### src/rtl/cart_pkg.sv
// cart_pkg: shared types and constants for the cartridge memory arbiter.
package cart_pkg;

    localparam int CART_ADDR_W = 21;

    // Requester identifiers (one bit: the arbiter only ever serves two ports)
    localparam logic REQ_CPU = 1'b0;
    localparam logic REQ_PPU = 1'b1;

    typedef enum logic [1:0] {
        ST_IDLE  = 2'd0,
        ST_ISSUE = 2'd1,
        ST_WAIT  = 2'd2,
        ST_DONE  = 2'd3
    } cart_state_e;

endpackage

### src/rtl/cart_arbiter_if.sv
// cart_arbiter_if: CPU port, PPU port and cartridge memory bus bundled together.
// master = arbiter side, slave = requesters plus memory.
interface cart_arbiter_if
    import cart_pkg::*;
#(
    parameter int ADDR_W = CART_ADDR_W
);
    logic              cpu_req;
    logic              cpu_ram;
    logic              cpu_we;
    logic [ADDR_W-1:0] cpu_addr;
    logic [7:0]        cpu_wdata;
    logic              cpu_ack;
    logic [7:0]        cpu_rdata;

    logic              ppu_req;
    logic              ppu_we;
    logic [ADDR_W-1:0] ppu_addr;
    logic [7:0]        ppu_wdata;
    logic              ppu_ack;
    logic [7:0]        ppu_rdata;

    logic [ADDR_W-1:0] mem_address;
    logic              mem_prg_sel;
    logic              mem_chr_sel;
    logic              mem_ram_sel;
    logic              mem_rden;
    logic              mem_wren;
    logic [7:0]        mem_write_data;
    logic [7:0]        mem_read_data;

    modport master (
        input  cpu_req, cpu_ram, cpu_we, cpu_addr, cpu_wdata,
        output cpu_ack, cpu_rdata,
        input  ppu_req, ppu_we, ppu_addr, ppu_wdata,
        output ppu_ack, ppu_rdata,
        output mem_address, mem_prg_sel, mem_chr_sel, mem_ram_sel,
        output mem_rden, mem_wren, mem_write_data,
        input  mem_read_data
    );

    modport slave (
        output cpu_req, cpu_ram, cpu_we, cpu_addr, cpu_wdata,
        input  cpu_ack, cpu_rdata,
        output ppu_req, ppu_we, ppu_addr, ppu_wdata,
        input  ppu_ack, ppu_rdata,
        input  mem_address, mem_prg_sel, mem_chr_sel, mem_ram_sel,
        input  mem_rden, mem_wren, mem_write_data,
        output mem_read_data
    );

endinterface

### src/rtl/cart_arb_pick.sv
// cart_arb_pick: combinational winner select between CPU and PPU.
// CART_ARB_ROUND_ROBIN_EN defined: ties go to whoever was not granted last.
// Undefined: PPU always wins a tie.
module cart_arb_pick
    import cart_pkg::*;
(
    input  logic cpu_req,
    input  logic ppu_req,
`ifdef CART_ARB_ROUND_ROBIN_EN
    input  logic last_id,
`endif
    output logic grant_any,
    output logic grant_id
);

    // Winner select; a lone requester always wins
    always_comb begin
        grant_any = cpu_req | ppu_req;
`ifdef CART_ARB_ROUND_ROBIN_EN
        if (cpu_req && ppu_req)
            grant_id = (last_id == REQ_PPU) ? REQ_CPU : REQ_PPU;
        else
            grant_id = ppu_req ? REQ_PPU : REQ_CPU;
`else
        grant_id = ppu_req ? REQ_PPU : REQ_CPU;
`endif
    end

endmodule

### src/rtl/cart_arbiter.sv
// cart_arbiter: shares one cartridge memory port between CPU (PRG/SRAM) and
// PPU (CHR). IDLE -> ISSUE -> [WAIT] -> DONE, all memory outputs registered.
// Optional macro CART_ARB_ROUND_ROBIN_EN selects round-robin arbitration;
// without it the PPU has fixed priority.
module cart_arbiter
    import cart_pkg::*;
#(
    parameter int ADDR_W      = CART_ADDR_W,
    parameter int MEM_LATENCY = 2
) (
    input  logic           clock,
    input  logic           reset_n,
    input  logic           cart_ready,
    cart_arbiter_if.master bus
);

    cart_state_e       state;
    logic              win_id;
    logic              win_we;
    logic [2:0]        lat_cnt;
    logic [ADDR_W-1:0] addr_q;
    logic [7:0]        wdata_q;
    logic              prg_q, chr_q, ram_q, rden_q, wren_q;
    logic              cpu_ack_q, ppu_ack_q;
    logic [7:0]        cpu_rdata_q, ppu_rdata_q;

    logic              pick_any, pick_id, pick_we;
    logic [ADDR_W-1:0] pick_addr;
    logic [7:0]        pick_wdata;

`ifdef CART_ARB_ROUND_ROBIN_EN
    logic              last_id;
`endif

    cart_arb_pick u_pick (
        .cpu_req   (bus.cpu_req),
        .ppu_req   (bus.ppu_req),
`ifdef CART_ARB_ROUND_ROBIN_EN
        .last_id   (last_id),
`endif
        .grant_any (pick_any),
        .grant_id  (pick_id)
    );

    assign pick_we    = (pick_id == REQ_PPU) ? bus.ppu_we    : bus.cpu_we;
    assign pick_addr  = (pick_id == REQ_PPU) ? bus.ppu_addr  : bus.cpu_addr;
    assign pick_wdata = (pick_id == REQ_PPU) ? bus.ppu_wdata : bus.cpu_wdata;

    assign bus.mem_address    = addr_q;
    assign bus.mem_write_data = wdata_q;
    assign bus.mem_prg_sel    = prg_q;
    assign bus.mem_chr_sel    = chr_q;
    assign bus.mem_ram_sel    = ram_q;
    assign bus.mem_rden       = rden_q;
    assign bus.mem_wren       = wren_q;
    assign bus.cpu_ack        = cpu_ack_q;
    assign bus.ppu_ack        = ppu_ack_q;
    assign bus.cpu_rdata      = cpu_rdata_q;
    assign bus.ppu_rdata      = ppu_rdata_q;

    // Transaction FSM; strobes and acks default low so each lasts one cycle
    always_ff @(posedge clock or negedge reset_n) begin
        if (!reset_n) begin
            state       <= ST_IDLE;
            win_id      <= REQ_CPU;
            win_we      <= 1'b0;
            lat_cnt     <= '0;
            addr_q      <= '0;
            wdata_q     <= '0;
            prg_q       <= 1'b0;
            chr_q       <= 1'b0;
            ram_q       <= 1'b0;
            rden_q      <= 1'b0;
            wren_q      <= 1'b0;
            cpu_ack_q   <= 1'b0;
            ppu_ack_q   <= 1'b0;
            cpu_rdata_q <= '0;
            ppu_rdata_q <= '0;
`ifdef CART_ARB_ROUND_ROBIN_EN
            last_id     <= REQ_CPU;
`endif
        end else begin
            prg_q     <= 1'b0;
            chr_q     <= 1'b0;
            ram_q     <= 1'b0;
            rden_q    <= 1'b0;
            wren_q    <= 1'b0;
            cpu_ack_q <= 1'b0;
            ppu_ack_q <= 1'b0;
            case (state)
                ST_IDLE: begin
                    if (cart_ready && pick_any) begin
                        win_id  <= pick_id;
                        win_we  <= pick_we;
                        lat_cnt <= 3'(MEM_LATENCY - 1);
                        addr_q  <= pick_addr;
                        // write data bus only moves on writes
                        if (pick_we)
                            wdata_q <= pick_wdata;
                        rden_q  <= ~pick_we;
                        wren_q  <= pick_we;
                        prg_q   <= (pick_id == REQ_CPU) && !bus.cpu_ram;
                        ram_q   <= (pick_id == REQ_CPU) &&  bus.cpu_ram;
                        chr_q   <= (pick_id == REQ_PPU);
`ifdef CART_ARB_ROUND_ROBIN_EN
                        last_id <= pick_id;
`endif
                        state   <= ST_ISSUE;
                    end
                end
                ST_ISSUE: begin
                    if (win_we) begin
                        cpu_ack_q <= (win_id == REQ_CPU);
                        ppu_ack_q <= (win_id == REQ_PPU);
                        state     <= ST_DONE;
                    end else begin
                        state     <= ST_WAIT;
                    end
                end
                ST_WAIT: begin
                    // counter reaching zero marks the cycle read data is valid
                    if (lat_cnt == 3'd0) begin
                        cpu_ack_q <= (win_id == REQ_CPU);
                        ppu_ack_q <= (win_id == REQ_PPU);
                        if (win_id == REQ_PPU)
                            ppu_rdata_q <= bus.mem_read_data;
                        else
                            cpu_rdata_q <= bus.mem_read_data;
                        state <= ST_DONE;
                    end else begin
                        lat_cnt <= lat_cnt - 3'd1;
                    end
                end
                ST_DONE: state <= ST_IDLE;
                default: state <= ST_IDLE;
            endcase
        end
    end

endmodule

### src/flat_wrapper.sv
// flat-port wrapper written by rule: the top's interface ports become plain ports
module cart_arbiter_flat import cart_pkg::*;
#(
    parameter int ADDR_W      = CART_ADDR_W,
    parameter int MEM_LATENCY = 2
)
  (clock, reset_n, cart_ready, bus_cpu_req, bus_cpu_ram, bus_cpu_we, bus_cpu_addr, bus_cpu_wdata, bus_cpu_ack, bus_cpu_rdata, bus_ppu_req, bus_ppu_we, bus_ppu_addr, bus_ppu_wdata, bus_ppu_ack, bus_ppu_rdata, bus_mem_address, bus_mem_prg_sel, bus_mem_chr_sel, bus_mem_ram_sel, bus_mem_rden, bus_mem_wren, bus_mem_write_data, bus_mem_read_data);
  cart_arbiter_if #(.ADDR_W(ADDR_W)) bus_i ();
  input  logic clock;
  input  logic reset_n;
  input  logic cart_ready;
  input wire logic [$bits(bus_i.cpu_req)-1:0] bus_cpu_req;
  input wire logic [$bits(bus_i.cpu_ram)-1:0] bus_cpu_ram;
  input wire logic [$bits(bus_i.cpu_we)-1:0] bus_cpu_we;
  input wire logic [$bits(bus_i.cpu_addr)-1:0] bus_cpu_addr;
  input wire logic [$bits(bus_i.cpu_wdata)-1:0] bus_cpu_wdata;
  output wire logic [$bits(bus_i.cpu_ack)-1:0] bus_cpu_ack;
  output wire logic [$bits(bus_i.cpu_rdata)-1:0] bus_cpu_rdata;
  input wire logic [$bits(bus_i.ppu_req)-1:0] bus_ppu_req;
  input wire logic [$bits(bus_i.ppu_we)-1:0] bus_ppu_we;
  input wire logic [$bits(bus_i.ppu_addr)-1:0] bus_ppu_addr;
  input wire logic [$bits(bus_i.ppu_wdata)-1:0] bus_ppu_wdata;
  output wire logic [$bits(bus_i.ppu_ack)-1:0] bus_ppu_ack;
  output wire logic [$bits(bus_i.ppu_rdata)-1:0] bus_ppu_rdata;
  output wire logic [$bits(bus_i.mem_address)-1:0] bus_mem_address;
  output wire logic [$bits(bus_i.mem_prg_sel)-1:0] bus_mem_prg_sel;
  output wire logic [$bits(bus_i.mem_chr_sel)-1:0] bus_mem_chr_sel;
  output wire logic [$bits(bus_i.mem_ram_sel)-1:0] bus_mem_ram_sel;
  output wire logic [$bits(bus_i.mem_rden)-1:0] bus_mem_rden;
  output wire logic [$bits(bus_i.mem_wren)-1:0] bus_mem_wren;
  output wire logic [$bits(bus_i.mem_write_data)-1:0] bus_mem_write_data;
  input wire logic [$bits(bus_i.mem_read_data)-1:0] bus_mem_read_data;
  assign bus_i.cpu_req = bus_cpu_req;
  assign bus_i.cpu_ram = bus_cpu_ram;
  assign bus_i.cpu_we = bus_cpu_we;
  assign bus_i.cpu_addr = bus_cpu_addr;
  assign bus_i.cpu_wdata = bus_cpu_wdata;
  assign bus_cpu_ack = bus_i.cpu_ack;
  assign bus_cpu_rdata = bus_i.cpu_rdata;
  assign bus_i.ppu_req = bus_ppu_req;
  assign bus_i.ppu_we = bus_ppu_we;
  assign bus_i.ppu_addr = bus_ppu_addr;
  assign bus_i.ppu_wdata = bus_ppu_wdata;
  assign bus_ppu_ack = bus_i.ppu_ack;
  assign bus_ppu_rdata = bus_i.ppu_rdata;
  assign bus_mem_address = bus_i.mem_address;
  assign bus_mem_prg_sel = bus_i.mem_prg_sel;
  assign bus_mem_chr_sel = bus_i.mem_chr_sel;
  assign bus_mem_ram_sel = bus_i.mem_ram_sel;
  assign bus_mem_rden = bus_i.mem_rden;
  assign bus_mem_wren = bus_i.mem_wren;
  assign bus_mem_write_data = bus_i.mem_write_data;
  assign bus_i.mem_read_data = bus_mem_read_data;
  cart_arbiter #(.ADDR_W(ADDR_W), .MEM_LATENCY(MEM_LATENCY)) u_core (.clock(clock), .reset_n(reset_n), .cart_ready(cart_ready), .bus(bus_i));
endmodule
### config.mk
export PLATFORM = sky130hd
export DESIGN_NAME = cart_arbiter_flat
export DESIGN_NICKNAME = d
export VERILOG_FILES = /design/src/rtl/cart_pkg.sv /design/src/rtl/cart_arbiter_if.sv /design/src/rtl/cart_arb_pick.sv /design/src/rtl/cart_arbiter.sv /design/src/flat_wrapper.sv
export SDC_FILE = /design/constraint.sdc
export NUM_CORES = 1
export LEC_CHECK = 0
export BUFFER_PORTS_ARGS = -buffer_cell sky130_fd_sc_hd__buf_2
export CAP_MARGIN = 10
export CORE_UTILIZATION = 50
export CTS_CLUSTER_SIZE = 12
export DETAILED_ROUTE_END_ITERATION = 10
export PLACE_DENSITY = 0.85
export SYNTH_ARGS = -nofsm -noshare
export SYNTH_HDL_FRONTEND = slang
export SYNTH_SLANG_ARGS = --single-unit
### constraint.sdc
create_clock -name clock -period 3.5 [get_ports clock]
set_input_delay 0.35 -clock clock [delete_from_list [all_inputs] [get_ports clock]]
set_output_delay 0.35 -clock clock [all_outputs]
set_load 0.1 [all_outputs]
# --- Word-level counts from Yosys, hierarchy flattened ---
# Cells that the tools add are included.
totals:
  reg_bits: 59
  in_bits: 74
  output_inout_bits: 52
  wordCells: 66
classes:
  addsub: 1
  n_eq_ne: 6
  muxes: 27
  bitwise: 4
  n_reduce_logical: 13
ops:
  columns: ["operator", "n"]
  rows:
  - ["$mux W21", 1]
  - ["$mux W1", 17]
  - ["$reduce_and A3 Y1", 4]
  - ["$mux W8", 1]
  - ["$pmux W2 S4", 1]
  - ["$mux W3", 2]
  - ["$pmux W3 S2", 1]
  - ["$eq A2 B2 Y1 const B", 2]
  - ["$mux W2", 2]
  - ["$ne A2 B1 Y1 const B", 2]
  - ["$pmux W1 S2", 2]
  - ["$reduce_and A2 Y1", 2]
  - ["$logic_and A1 B1 Y1", 3]
  - ["$logic_not A3 Y1", 1]
  - ["$not A1 Y1", 3]
  - ["$sub A3 B1 Y3 const B", 1]
  - ["$eq A2 B1 Y1 const B", 1]
  - ["$logic_not A2 Y1", 1]
  - ["$ne A2 B2 Y1 const B", 1]
  - ["$reduce_bool A2 Y1", 1]
  - ["$logic_not A1 Y1", 1]
  - ["$or A1 B1 Y1", 1]

# --- Longest topological paths before layout ---
# Gate-level depths: netlist of the first run.
logic_depth:
  word_depth: 5
  depth_mapped: 8
  depth_no_buf: 5

# --- Modules after synthesis ---
# From an unflattened synthesis of the first run, not the netlist that was laid out.
hier_totals:
  hier_cells: 216
  hier_area_um2: 2701.3
modules_own_cells:
  columns: ["module", "instances", "cells_each", "area_each_um2", "seq_area_each_um2"]
  rows:
  - ["cart_arbiter", 1, 214, 2687.6, 1476.4]
  - ["cart_arb_pick", 1, 2, 13.8, 0.0]

# --- Worst setup path before layout of the first run ---
# OpenSTA, ideal clock, no wires.
synth_path:
  path_type: "register -> register"
  start: "register u_core.state[0]"
  end: "register u_core.cpu_rdata_q[0], in the netlist u_core.bus.cpu_rdata[0]"
  setup_ns: 0.126
  arrival_ns: 1.542
  required_ns: 3.374
  path_slack_ns: 1.832
  path_stages_with_launch: 8
  path_buffers: 2
  period_less_slack_ns: 1.668
  path_cell_list: "dfrtp_1 > inv_1 > ha_1 > buf_6 > and3b_4 > and2_4 > buf_6 > mux2_4"
synth_via:
  elab_chain_cells: 2
synth_rtl:
  columns: ["item", "line_no", "text"]
  rows:
  - ["from (decl)", "cart_arbiter.sv:17", "cart_state_e state;"]
  - ["from (signal assigned)", "cart_arbiter.sv:64", "state <= ST_IDLE;"]
  - ["from (signal assigned)", "cart_arbiter.sv:108", "state <= ST_ISSUE;"]
  - ["from (signal assigned)", "cart_arbiter.sv:115", "state <= ST_DONE;"]
  - ["$eq A2 B2 Y1", "cart_arbiter.sv:90", "case (state)"]
  - ["$reduce_and A3 Y1 (no line)", null, null]
  - ["to (signal assigned)", "cart_arbiter.sv:128", "cpu_rdata_q <= bus.mem_read_data;"]
  - ["to (decl)", "cart_arbiter.sv:25", "logic [7:0] cpu_rdata_q, ppu_rdata_q;"]
# Every way passes these cells.
# A chain may end at the register's enable or synchronous reset.

# --- Worst setup path after layout of the first run ---
layout_path:
  start: "register u_core.state[0]"
  end: "register u_core.win_we"
layout_via:
  elab_chain_cells: 2
layout_rtl:
  columns: ["item", "line_no", "text"]
  rows:
  - ["$logic_not A2 Y1", "cart_arbiter.sv:90", null]
  - ["$reduce_and A2 Y1 (no line)", null, null]
  - ["to (signal assigned)", "cart_arbiter.sv:94", "win_we <= pick_we;"]
  - ["to (decl)", "cart_arbiter.sv:19", "logic win_we;"]
# Every way passes these cells.

==> results.sh, run 1 <==
export IMPL_worst_path_max_fanout=49
export IMPL_yosysTopAreaCell="dfrtp_1"
export IMPL_synth_top_area_share_pct=54.1
export IMPL_antenna_found_initial=0
export IMPL_core_um2=5170
export IMPL_status="completed"
export IMPL_required_ps=3670
export IMPL_fp_row_count=26
export IMPL_post_cts_resized=0
export IMPL_synth_nets=296
export IMPL_grt_pass1_vias=1862
export IMPL_layout_min_cycle_time_ps=1970
export IMPL_syn_area_um2=2730
export IMPL_initial_core_util_pct=52.7
export IMPL_final_core_util_pct=68.6
export IMPL_critical_path_max_stage_delay_ps=410
export IMPL_use_met1_pct=22.9
export IMPL_synth_cell_types=39
export IMPL_finalSetupTns_ps=0
export IMPL_nets=421
export IMPL_yosysSeqAreaShare_pct=54.1
export IMPL_dieHeight_um=75.9
export IMPL_preCtsSetupSlack_ps=1240
export IMPL_grt_pass1_wl_um=8270
export IMPL_grtUsageMet3_pct=7.80
export IMPL_drv_slew=0
export IMPL_grt_max_degree=50
export IMPL_gp_congestion=0.733
export IMPL_hold_path_class="primary input to asynchronous set/reset pin"
export IMPL_clk_pin_slew_ps=70
export IMPL_grtUsageMet2_pct=33.6
export IMPL_endpoint_kind="register"
export IMPL_vias_per_cell=5.00
export IMPL_crit_chain="inv_1 > ha_1 > o211ai_4 > nor3b_1 > a21oi_1"
export IMPL_drc=0
export IMPL_ys_warnings_count=0
export IMPL_routed_wl_um=5780
export IMPL_die_x_um=75.9
export IMPL_grt_busiest_layer="met2"
export IMPL_syn_avg_cell_area_um2=12.6
export IMPL_cts_made_buffers=9
export IMPL_slowest_stage="dfrtp_1"
export IMPL_rsz0062_at_grt="no"
export IMPL_period_share_pct=56.4
export IMPL_regArea_um2=1480
export IMPL_diodes=0
export IMPL_vias=2083
export IMPL_cts_root_buf="clkbuf_8"
export IMPL_drt_initial_drc_count=88
export IMPL_fmax_mhz=507
export IMPL_multi_input_comb_area_um2=1150
export IMPL_dpl_hpwl_um=4180
export IMPL_clk_latency_ps=340
export IMPL_setup_ws_ps=1530
export IMPL_ioPinCount=126
export IMPL_dieArea_um2=5750
export IMPL_synth_edf_count=0
export IMPL_synth_area_leaders="dfrtp_1, mux2_2, mux2i_1"
export IMPL_h_tree_depth=3
export IMPL_cts_tree="done"
export IMPL_clk_path_buf_depth=2
export IMPL_port_buffer_count=125
export IMPL_grt_usage_pct=20.4
export IMPL_drive_above_1_share_pct=52.2
export IMPL_cts_sinks=59
export IMPL_final_setup_skew_ps=10.3
export IMPL_postRouteAntennaNets=0
export IMPL_ys_ff_latch=59
export IMPL_setup_viol=0
export IMPL_crit_type="register to register"
export IMPL_syn_inst=217
export IMPL_wire_per_inst_um=13.9
export IMPL_async_flop_share_pct=100
export IMPL_firstDrtPassIters=4
export IMPL_gr_total_overflow=0
export IMPL_max_cap_viol_count=0
export IMPL_syn_to_final_growth_pct=30.1
export IMPL_synth_ff_type="dfrtp_1"
export IMPL_synth_most_common_cell="dfrtp_1"
export IMPL_slew_limit_headroom_pct=32.7
export IMPL_max_slew_worst_pin_slew_ps=1000
export IMPL_nFillCells=379
export IMPL_cts_setup_buffers=0
export IMPL_finalHoldViolations=0
export IMPL_crit_path_start_kind="register"
export IMPL_synth_common_cells="dfrtp_1, nand2_1, mux2_2"
export IMPL_hold_buffers=0
export IMPL_crit_arrival_ps=2140
-- cell usage in the layout, fill, tap and decap left out, types with 5 or more instances in the layout --
cell      count
dfrtp_1      59
nand2_1      26
mux2_2       25
clkbuf_8     11
mux2_4        8
buf_2       125
ha_1          5
o21ai_0      22
mux2i_1      21
inv_1         6
-- worst paths after layout --
path / depth (start not counted) / startpoint / slack (ps) / end
worst max register to register: 5 / u_core.state[0]$_DFFE_PN0P_ / 1530 / u_core.win_we$_DFFE_PN0P_
min in group clock: 2 / bus_cpu_ram / 190 / u_core.bus.mem_prg_sel$_DFF_PN0_
worst max-delay path: 5 / u_core.state[0]$_DFFE_PN0P_ / 1530 / u_core.win_we$_DFFE_PN0P_
max in group asynchronous: 2 / reset_n / 2650 / u_core.win_we$_DFFE_PN0P_
worst min register to register: 2 / u_core.bus.mem_address[1]$_DFFE_PN0P_ / 480 / u_core.bus.mem_address[1]$_DFFE_PN0P_
worst min-delay path: 1 / reset_n / 40 / u_core.bus.mem_address[19]$_DFFE_PN0P_
-- layout make-up --
class / count / area share, %
clock buffer: 12 / 4.37
clock inverter: 4 / 0.705
inverter: 6 / 0.635
multi-input combinational: 140 / 32.4
sequential: 59 / 41.6
tap: 70 / 2.47
timing repair buffer: 126 / 17.8
-- through the flow --
step	area [µm²]	hold WS, ps	cells
6_report	3550	36.1	417
5_1_grt	3550	83.9	417
4_1_cts	3550	46.3	417
3_5_place_dp	3370	420	401
3_3_place_gp	3370	414	401
2_1_floorplan	2730	54.4	217
-- logic make-up (layout without fill, tap and decap cells) --
family | Yosys count | after routing | synth area share [%]
DFF | 59 | 59 | 54.1
muxes | 54 | 54 | 22.4
and+or+nand+nor | 45 | 45 | 8.58
AOI/OAI and AO/OA | 36 | 36 | 8.49
buffers and inverters | 18 | 148 | 4.08
adders and majority gates | 5 | 5 | 2.29
-- metal layers --
metal  vias up  wire length, µm  part of all wire [%]
li1       1013                -                     -
met1       975             2430                    42
met2        86             2830                    49
met3         9              417                   7.2
met4         0               99                   1.7
met5         -                0                     0
-- critical path, delay by kind of cell (launching register included) --
kind	cells	cell delay (ps)
compound gates	2	490
flops	1	410
fa+ha+maj	1	390
simple gates	1	370
buf+inv	1	150
-- registers in the layout, indices dropped and copies added (netlist names), 2 cells and up --
name / flops
u_core.bus.cpu_rdata: 8
u_core.lat_cnt: 3
u_core.bus.ppu_rdata: 8
u_core.bus.mem_write_data: 8
u_core.bus.mem_address: 21
u_core.state: 2
Power of run 1 is left out: the tool's default activity adds up to more than one toggle a clock period on the data nets, which glitch-free logic cannot reach.
==> run 2: changes to the inputs <==
CORE_UTILIZATION = 42   (was 50)
PLACE_DENSITY = 0.76   (was 0.85)
clock period = 1.6 ns   (was 3.5 ns; I/O delays follow)
==> run 2 against run 1 <==
  * Setup slack worse by 1500 ps
  * Sequential share of layout area decreased by 1.9 points
  * Clock skew is 2.5 ps lower
==> results.sh, run 2 (synthesized netlist as in run 1, its figures left out) <==
export IMPL_wl_met2_um=2760
export IMPL_nFillCells=518
export IMPL_slowest_stage="dfrtp_1"
export IMPL_antenna_found_initial=0
export IMPL_final_cell_area_um2=3720
export IMPL_critical_path_max_stage_delay_ps=400
export IMPL_crit_path_start_kind="register"
export IMPL_crit_chain="inv_2 > ha_4 > and3b_4 > and2_4 > mux2_4"
export IMPL_slew_limit_headroom_pct=66.7
export IMPL_cts_tree="done"
export IMPL_setup_viol=0
export IMPL_core_um2=6100
export IMPL_ioPinCount=126
export IMPL_grt_pass1_vias=1872
export IMPL_top_layer="met4"
export IMPL_r2r_cells=5
export IMPL_max_cap_viol_count=0
export IMPL_required_ps=1810
export IMPL_initial_core_util_pct=44.7
export IMPL_grt_usage_pct=17.5
export IMPL_clk_latency_ps=330
export IMPL_cpLargestDelayFamily="simple AND/OR/NAND/NOR gates"
export IMPL_preCtsSetupSlack_ps=-59.0
export IMPL_syn_to_final_growth_pct=36.4
export IMPL_cts_made_buffers=9
export IMPL_period_share_pct=98.8
export IMPL_diodes=0
export IMPL_drc=0
export IMPL_firstDrtPassIters=4
export IMPL_drt_initial_drc_count=51
export IMPL_finalSetupTns_ps=0
export IMPL_vias_per_cell=4.84
export IMPL_finalHoldViolations=0
export IMPL_placed_cells=413
export IMPL_gr_total_overflow=0
export IMPL_dpl_hpwl_um=4170
export IMPL_endpoint_kind="register"
export IMPL_fmax_mhz=632
export IMPL_stdcell_count=433
export IMPL_hold_depth=2
export IMPL_vias=2094
export IMPL_crit_arrival_ps=1790
export IMPL_final_common_cell="buf_2"
export IMPL_max_slew_worst_pin_slew_ps=503
export IMPL_status="completed"
export IMPL_nets=432
export IMPL_layout_min_cycle_time_ps=1580
export IMPL_postRouteAntennaNets=0
export IMPL_crit_type="register to register"
export IMPL_largest_register_ffs=21
export IMPL_wl_met3_um=488
export IMPL_h_tree_depth=3
export IMPL_hold_path_class="primary input to register"
export IMPL_grt_pass1_wl_um=8710
export IMPL_fp_row_count=28
export IMPL_cp_buffers_inverters=1
export IMPL_die_x_um=82.6
export IMPL_dieArea_um2=6820
export IMPL_rsz0062_at_grt="yes"
export IMPL_dieHeight_um=82.6
export IMPL_met1_length_um=2430
export IMPL_routed_wl_um=5740
export IMPL_wire_per_inst_um=13.3
export IMPL_port_buffer_count=125
export IMPL_final_setup_skew_ps=7.73
export IMPL_drv_slew=0
export IMPL_worst_path_max_fanout=8
export IMPL_setup_ws_ps=18.4
export IMPL_gp_congestion=0.815
export IMPL_clk_path_buf_depth=2
export IMPL_final_cell_mix="buf_2, dfrtp_1, nand2_1"
export IMPL_grt_max_degree=60
export IMPL_cts_sinks=59
export IMPL_cp_depth=5
export IMPL_cts_root_buf="clkbuf_8"
export IMPL_drive_above_1_share_pct=54.7
export IMPL_placed_area_um2=3460
export IMPL_clk_pin_slew_ps=70
==> run 2: worst reg2reg max path: cells and delay by family (launching register included) <==
kind | cells | cell delay [ps]
adder cells (fa/ha/maj) | 1 | 140
flip-flops | 1 | 400
AND/OR/NAND/NOR | 2 | 460
multiplexers | 1 | 320
buffers and inverters | 1 | 140
==> run 2: metrics by stage <==
| stage | hold WS [ps] | utilization [%] |
|---|---|---|
| global placement | 185 | 56.8 |
| global route | 49.9 | 61.0 |
| detailed placement | 191 | 56.8 |
| floorplan | -136 | - |
| CTS | 55.5 | 60.7 |
| finish | 75.1 | 61.0 |
==> run 2: path summary, 6_finish.rpt <==
kind | end | from | slack (ps)
max in group asynchronous | u_core.bus.mem_address[13]$_DFFE_PN0P_ | reset_n | 950
max | u_core.bus.cpu_rdata[5]$_DFFE_PN0P_ | u_core.state[0]$_DFFE_PN0P_ | 20
min in group asynchronous | u_core.bus.cpu_rdata[3]$_DFFE_PN0P_ | reset_n | 370
max reg2reg | u_core.bus.cpu_rdata[5]$_DFFE_PN0P_ | u_core.state[0]$_DFFE_PN0P_ | 20
min | u_core.bus.cpu_rdata[2]$_DFFE_PN0P_ | bus_mem_read_data[2] | 80
min reg2reg | u_core.bus.mem_address[13]$_DFFE_PN0P_ | u_core.bus.mem_address[13]$_DFFE_PN0P_ | 470
==> run 2: repair_timing <==
item                       in CTS  in global routing
setup endpoints to repair       8                 30
hold endpoints to repair       60                  0
cloned                          0                  0
setup buffers                   1                  1
gates resized for setup         1                  4
hold buffers                    2                  0
pin swaps                       0                  1
==> run 2: layout make-up <==
type                       count  area (µm²)  share of cell area, %
timing repair buffer         137         758                   20.4
clock buffer                  11         141                   3.80
sequential                    59        1480                   39.7
tap                           75        93.8                   2.52
multi-input combinational    140        1180                   31.6
clock inverter                 5        52.6                   1.41
inverter                       6        22.5                  0.605
==> run 2: metal layers <==
layer  vias to the layer above  track usage [%]
li1                       1035                -
met1                       959             20.8
met2                        95             29.2
met3                         5             6.37
met4                         0             6.21
met5                         -                0
Power of run 2 is left out for the same reason.
